**src/rtl/instr_seq_ctrl.sv**
```systemverilog
// instr_seq_ctrl: fetch/decode/dispatch sequencer for an 8-bit program counter and program RAM.
//
// Fetches an opcode byte, then a target byte for JMP (0x8) and JZ (0x9). Taken jumps load the
// PC. NOP (0x0) goes straight to the next fetch and HLT (0xF) parks the sequencer. Every other
// opcode is handed to the datapath with a valid/ready handshake.
//
// Optional feature: define SEQ_WATCHDOG_EN to enable the EXEC handshake watchdog. Without it,
// EXEC waits indefinitely and fault is tied to 0.
//
// Ports:
//   clk            in   rising-edge clock
//   reset          in   asynchronous, active-high reset
//   start          in   level-sampled; leaves IDLE or HALT
//   mem_rdata[7:0] in   RAM read data, addressed by the PC
//   zero_flag      in   datapath Z flag, sampled in JUMP
//   exec_ready     in   datapath accepts the dispatched instruction
//   mem_rd         out  RAM read strobe
//   pc_en          out  PC enable
//   pc_load        out  PC mode select: 1 = load, 0 = increment
//   pc_load_value  out  PC load value; 0 whenever pc_load is 0
//   ir[7:0]        out  instruction register
//   exec_valid     out  ir holds an instruction for the datapath
//   halted         out  sequencer is in HALT
//   fault          out  sticky watchdog fault

module instr_seq_ctrl #(
  parameter int unsigned MEM_LAT     = 1,
  parameter int unsigned WDOG_CYCLES = 16
) (
  input  logic       clk,
  input  logic       reset,
  input  logic       start,
  input  logic [7:0] mem_rdata,
  input  logic       zero_flag,
  input  logic       exec_ready,
  output logic       mem_rd,
  output logic       pc_en,
  output logic       pc_load,
  output logic [7:0] pc_load_value,
  output logic [7:0] ir,
  output logic       exec_valid,
  output logic       halted,
  output logic       fault
);

  if (MEM_LAT < 1 || MEM_LAT > 15) begin : g_bad_mem_lat
    $error("instr_seq_ctrl: MEM_LAT out of range 1..15");
  end
  if (WDOG_CYCLES < 1 || WDOG_CYCLES > 255) begin : g_bad_wdog
    $error("instr_seq_ctrl: WDOG_CYCLES out of range 1..255");
  end

  localparam logic [3:0] StIdle    = 4'd0;
  localparam logic [3:0] StFetch   = 4'd1;
  localparam logic [3:0] StWait    = 4'd2;
  localparam logic [3:0] StDecode  = 4'd3;
  localparam logic [3:0] StFetchOp = 4'd4;
  localparam logic [3:0] StWaitOp  = 4'd5;
  localparam logic [3:0] StJump    = 4'd6;
  localparam logic [3:0] StExec    = 4'd7;
  localparam logic [3:0] StHalt    = 4'd8;

  localparam logic [3:0] LatLast = 4'(MEM_LAT - 1);

  logic [3:0] state_q, state_d;
  logic [7:0] ir_q, ir_d;
  logic [7:0] target_q, target_d;
  logic [3:0] lat_cnt_q, lat_cnt_d;
  logic       fault_q, fault_d;

  logic [3:0] opcode;
  logic       last_beat;
  logic       taken;

  assign opcode    = ir_q[7:4];
  assign last_beat = (lat_cnt_q == LatLast);
  assign taken     = (opcode == 4'h8) | ((opcode == 4'h9) & zero_flag);

`ifdef SEQ_WATCHDOG_EN
  localparam logic [7:0] WdogLast = 8'(WDOG_CYCLES - 1);
  logic [7:0] wdog_cnt_q, wdog_cnt_d;
`endif

  always_comb begin
    state_d       = state_q;
    ir_d          = ir_q;
    target_d      = target_q;
    lat_cnt_d     = '0;
    fault_d       = fault_q;
    mem_rd        = 1'b0;
    pc_en         = 1'b0;
    pc_load       = 1'b0;
    pc_load_value = 8'h00;
    exec_valid    = 1'b0;
    halted        = 1'b0;
`ifdef SEQ_WATCHDOG_EN
    wdog_cnt_d    = wdog_cnt_q;
`endif

    case (state_q)
      StIdle: begin
        if (start) state_d = StFetch;
      end
      StFetch: begin
        mem_rd  = 1'b1;
        state_d = StWait;
      end
      StWait: begin
        // Latch the opcode and step the PC only on the final latency cycle.
        if (last_beat) begin
          ir_d    = mem_rdata;
          pc_en   = 1'b1;
          state_d = StDecode;
        end else begin
          lat_cnt_d = lat_cnt_q + 4'd1;
        end
      end
      StDecode: begin
        unique case (opcode)
          4'h0:       state_d = StFetch;
          4'hF:       state_d = StHalt;
          4'h8, 4'h9: state_d = StFetchOp;
          default: begin
            state_d = StExec;
`ifdef SEQ_WATCHDOG_EN
            wdog_cnt_d = '0;
`endif
          end
        endcase
      end
      StFetchOp: begin
        mem_rd  = 1'b1;
        state_d = StWaitOp;
      end
      StWaitOp: begin
        // Stepping past the operand here means a not-taken jump needs no PC action.
        if (last_beat) begin
          target_d = mem_rdata;
          pc_en    = 1'b1;
          state_d  = StJump;
        end else begin
          lat_cnt_d = lat_cnt_q + 4'd1;
        end
      end
      StJump: begin
        if (taken) begin
          pc_en         = 1'b1;
          pc_load       = 1'b1;
          pc_load_value = target_q;
        end
        state_d = StFetch;
      end
      StExec: begin
        exec_valid = 1'b1;
        if (exec_ready) begin
          state_d = StFetch;
        end
`ifdef SEQ_WATCHDOG_EN
        else if (wdog_cnt_q == WdogLast) begin
          fault_d = 1'b1;
          state_d = StHalt;
        end else begin
          wdog_cnt_d = wdog_cnt_q + 8'd1;
        end
`endif
      end
      StHalt: begin
        halted = 1'b1;
        // A watchdog fault locks the sequencer in HALT until reset.
        if (start && !fault_q) state_d = StFetch;
      end
      default: state_d = StIdle;
    endcase
  end

  always_ff @(posedge clk or posedge reset) begin
    if (reset) begin
      state_q   <= StIdle;
      ir_q      <= 8'h00;
      target_q  <= 8'h00;
      lat_cnt_q <= 4'd0;
      fault_q   <= 1'b0;
    end else begin
      state_q   <= state_d;
      ir_q      <= ir_d;
      target_q  <= target_d;
      lat_cnt_q <= lat_cnt_d;
      fault_q   <= fault_d;
    end
  end

`ifdef SEQ_WATCHDOG_EN
  always_ff @(posedge clk or posedge reset) begin
    if (reset) begin
      wdog_cnt_q <= 8'd0;
    end else begin
      wdog_cnt_q <= wdog_cnt_d;
    end
  end

  assign fault = fault_q;
`else
  assign fault = 1'b0;
`endif

  assign ir = ir_q;

endmodule
```
**config.mk**
```make
export PLATFORM = sky130hd
export DESIGN_NAME = instr_seq_ctrl
export DESIGN_NICKNAME = d
export VERILOG_FILES = /design/src/rtl/instr_seq_ctrl.sv
export SDC_FILE = /design/constraint.sdc
export NUM_CORES = 1
export LEC_CHECK = 0
export BUFFER_PORTS_ARGS = -buffer_cell sky130_fd_sc_hd__buf_2
export CAP_MARGIN = 20
export CORE_MARGIN = 2
export CORE_UTILIZATION = 30
export CTS_CLUSTER_DIAMETER = 80
export DETAILED_ROUTE_END_ITERATION = 16
export PLACE_DENSITY = 0.48
export REMOVE_ABC_BUFFERS = 1
export SLEW_MARGIN = 10
export SYNTH_ARGS = -nofsm -noshare
export SYNTH_HDL_FRONTEND = slang
export SYNTH_SLANG_ARGS = --single-unit
export TNS_END_PERCENT = 10
```
**constraint.sdc**
```tcl
create_clock -name clk -period 2.4 [get_ports clk]
set_clock_uncertainty 0.2 [all_clocks]
set_input_delay 0.48 -clock clk [delete_from_list [all_inputs] [get_ports clk]]
set_output_delay 0.48 -clock clk [all_outputs]
set_load 0.005 [all_outputs]
```
Word-level counts from Yosys, hierarchy flattened
Cells that the tools add are included.
{"block": "classes", "add_sub_neg": 1, "eq_ne": 16, "n_mux": 17, "bitwise": 2, "reduce_logical": 10}
{"operator": "$pmux 4 s8", "count": 1}
{"operator": "$mux 4", "count": 6}
{"operator": "$eq 4x3->1 const B", "count": 4}
{"operator": "$eq 4x4->1 const B", "count": 4}
{"operator": "$mux 8", "count": 2}
{"operator": "$logic_not 4->1", "count": 3}
{"operator": "$pmux 4 s3", "count": 1}
{"operator": "$ne 2x2->1 const B", "count": 5}
{"operator": "$eq 4x2->1 const B", "count": 2}
{"operator": "$reduce_or 2->1", "count": 4}
{"operator": "$mux 1", "count": 6}
{"operator": "$reduce_and 5->1", "count": 1}
{"operator": "$add 4x1->4 const B", "count": 1}
{"operator": "$eq 4x1->1 const B", "count": 1}
{"operator": "$reduce_and 2->1", "count": 2}
{"operator": "$pmux 1 s2", "count": 1}
{"operator": "$and 1x1->1", "count": 1}
{"operator": "$or 1x1->1", "count": 1}
{"block": "word_totals", "reg_bits": 24, "input_bits": 13, "output_inout_bits": 22, "wordCells": 50}

Longest topological paths before layout
{"block": "logic_depth", "depth_word": 5, "depth_mapped": 6, "depth_no_buf": 6}

Least setup slack after synthesis
OpenSTA, ideal clock, no wires.
{"block": "synth_timing", "path_type": "register to output", "startpoint": "register state_q[0]", "endpoint": "output port pc_load_value[0]", "arrival_time_ps": 1331, "required_time_ps": 1720, "setup_slack_ps": 389, "path_stages_with_launch": 4, "n_path_buf": 0, "cell_sequence": "dfrtp_1 or4b_4 nor3_4 and2_1"}
{"block": "synth_via", "elab_chain_cells": 2}
{"item": "start: declaration", "line": "65", "source": "logic [3:0] state_q, state_d;"}
{"item": "start signal: assignment", "line": "178", "source": "state_q <= StIdle;"}
{"item": "start signal: assignment", "line": "184", "source": "state_q <= state_d;"}
{"item": "$eq 4x3->1", "line": "100", "source": "case (state_q)"}
{"item": "$mux 8", "line": "100"}
{"item": "end: declaration", "line": "39", "source": "output logic [7:0] pc_load_value,"}
Every way passes these cells.

Final worst setup path
{"block": "layout_timing", "startpoint": "register state_q[3]", "endpoint": "output port pc_load_value[7]"}
The elaborated chain is that of the path after synthesis.

==> metrics.txt <==
outcome finished, violations left; failing checks negative setup slack; Unique masters post-synth 44; max cap viols 0; die height 71.2 um; dpl hpwl 2.10 mm; Final Non-Filler Cells 208; Cell Pwr Density 1100 mW/mm2; clock slew seen by the registers of the worst setup and hold paths 0.08 ns; kind of critical path flip-flop to output pin; Layout Nets 172; share of cells above drive strength 1 41.7%; gr ovfl total 0; Layout Utilization 38.8%; via count 983; gp weighted congestion 0.802; first-pass GRT wire length 4.99 mm; via/cell ratio 4.73; area added between synthesis and finish 24.6%; clock tree sinks 24; placed insts 203; static leakage 0.820 nW; Cell Rows 24; Setup WS post-layout -0.0337 ns; initial DRC count 81; TritonRoute pass-1 iters 6; predominant post-synthesis flop cell dfrtp_1; startpoint types flip-flop; slowest cell on the critical path or4b_4; total track usage 12.2%; most common cell after layout, fill and taps aside buf_2; Die Span X 71.2 um; ANT nets after route 0; largest net degree at the start of global routing 25; CTS tree built; EDFF count, synth 0; Clock Path Buffers 2; RSZ-0062 raised after global routing yes; endpoints failing setup 8; drt drc 0; most frequent cells in the layout buf_2, dfrtp_1, and2_1; routed wire length 2.84 mm; crit end category output pin; routed len/inst 13.6 um; crit path cell chain or4b_4 > nor3_4 > buf_12 > and2_1 > buf_2; # diodes 0; total power 1.85 mW; final hold viol count 0; Core ar. 0.00435 mm2; Min-Delay Path Class input port to asynchronous set/reset pin; FILL cells 425; Slew Limit Fails 0; io pins 35; I/O Buffers 33; Fmax 0.411 GHz; Warnings, synthesis 0; slowest stage delay, CP 0.56 ns; die area 0.00507 mm2; FF+latch count, synth 24; sequential-to-total area share from yosys stat 44.3%; crit path max fanout 9; Initial Util 31.1%; fin area 0.00169 mm2; synthesized area per cell 11.8 um2; hold_buf cts 0; antenna violations before repair 0; Mapped Cells 115; Tcrit/Tclk final 101%; crit path DAT 1.75 ns; CTS root buf clkbuf_8; H-tree Lvls 1; worst ir drop on vdd 0.427 mV; Placed Instance Area 0.00161 mm2; CP Data Required Time 1.72 ns; vias in the first global route 1031; total CTS buffers 3; post-synthesis cell area 0.00136 mm2; crit path time final 2.43 ns; Worst-Skew Late Latency 0.26 ns; Async S/R FF share, synth 100%
## critical path, delay by kind of cell, from the launching register on
family                 cells  cell delay, ns
DFF                        1            0.39
buffers and inverters      2            0.25
and+or+nand+nor            3            0.85
## per-layer routing
layer / global-route usage (%) / up-vias / routed length, um
met5: 0 / - / 0
met4: 3.14 / 0 / 19
met3: 2.42 / 2 / 145
met2: 19.0 / 28 / 1260
met1: 17.4 / 465 / 1410
li1: - / 488 / -
## per-stage QoR
stage / hold slack [ns] / setup TNS [ns] / worst slack (ns)
2_1_floorplan: 0.252 / 0 / 0.237
3_3_place_gp: 0.268 / 0 / 0.245
3_5_place_dp: 0.276 / 0 / 0.200
4_1_cts: 0.0558 / -0.588 / -0.0839
5_1_grt: 0.0722 / -0.669 / -0.0909
6_report: 0.0471 / -0.108 / -0.0337
## sequential cells by signal, summed over array words and instances, names as in the netlist
name and cells:
target_q 8, ir 8, state_q 4, lat_cnt_q 4
## synth_stat cells (2+ instances only)
cell | number | area, um2
and2_1 | 9 | 56.3
buf_4 | 3 | 22.5
dfrtp_1 | 24 | 601
ha_1 | 2 | 25.0
inv_1 | 6 | 22.5
mux2_1 | 8 | 90.1
mux2_4 | 8 | 120
nand2_1 | 5 | 18.8
nand3_1 | 3 | 15.0
nor2_1 | 6 | 22.5
nor3_1 | 3 | 15.0
nor3_4 | 2 | 32.5
o21ai_0 | 2 | 10.0
o21ai_1 | 2 | 10.0
or3_1 | 2 | 12.5
xnor2_1 | 2 | 17.5
## where the power goes
part	switching [mW]	internal [mW]	leakage (nW)
Sequential	0.108	0.574	0.292
Clock	0.124	0.146	0.0288
Combinational	0.418	0.485	0.499
Total	0.650	1.21	0.820
## cells by family after synthesis
| kind of cell | Yosys count | share of synthesized area (%) |
|---|---|---|
| AOI/OAI and AO/OA | 16 | 9.60 |
| buffers and inverters | 11 | 4.52 |
| xor gates and xnor gates | 3 | 1.94 |
| and+or+nand+nor | 41 | 21.2 |
| muxes | 17 | 16.3 |
| adders and majority gates | 2 | 1.85 |
| other | 1 | 0.277 |
| DFF | 24 | 44.3 |
## path summary, 6_finish.rpt
check	slack [ns]	endpoint	start	cells past startpoint
worst max-delay path	-0.03	pc_load_value[7]	state_q[3]$_DFFE_PP0P_	5
worst min-delay path	0.05	target_q[4]$_DFFE_PP0P_	reset	3
worst max register to register	0.53	ir[0]$_DFFE_PP0P_	state_q[3]$_DFFE_PP0P_	5
worst min register to register	0.29	target_q[3]$_DFFE_PP0P_	target_q[3]$_DFFE_PP0P_	1
max in group asynchronous	1.72	lat_cnt_q[1]$_DFF_PP0_	reset	3
min in group clk	0.24	target_q[5]$_DFFE_PP0P_	mem_rdata[5]	2
## final cells by class
| type | count | area (um2) | share of cell area [%] |
|---|---|---|---|
| Clock buffer | 4 | 55.1 | 3.26 |
| Inverter | 6 | 22.5 | 1.33 |
| Multi-Input combinational cell | 80 | 699 | 41.4 |
| Sequential cell | 24 | 601 | 35.6 |
| Tap cell | 52 | 65.1 | 3.85 |
| Timing Repair Buffer | 42 | 245 | 14.5 |
## repair_timing
item,CTS,global route
gates resized for setup,0,1
pin swaps,1,1
endpoints found under the setup margin,8,10
buffers inserted,1,0
(Power assumes the default switching activity.)
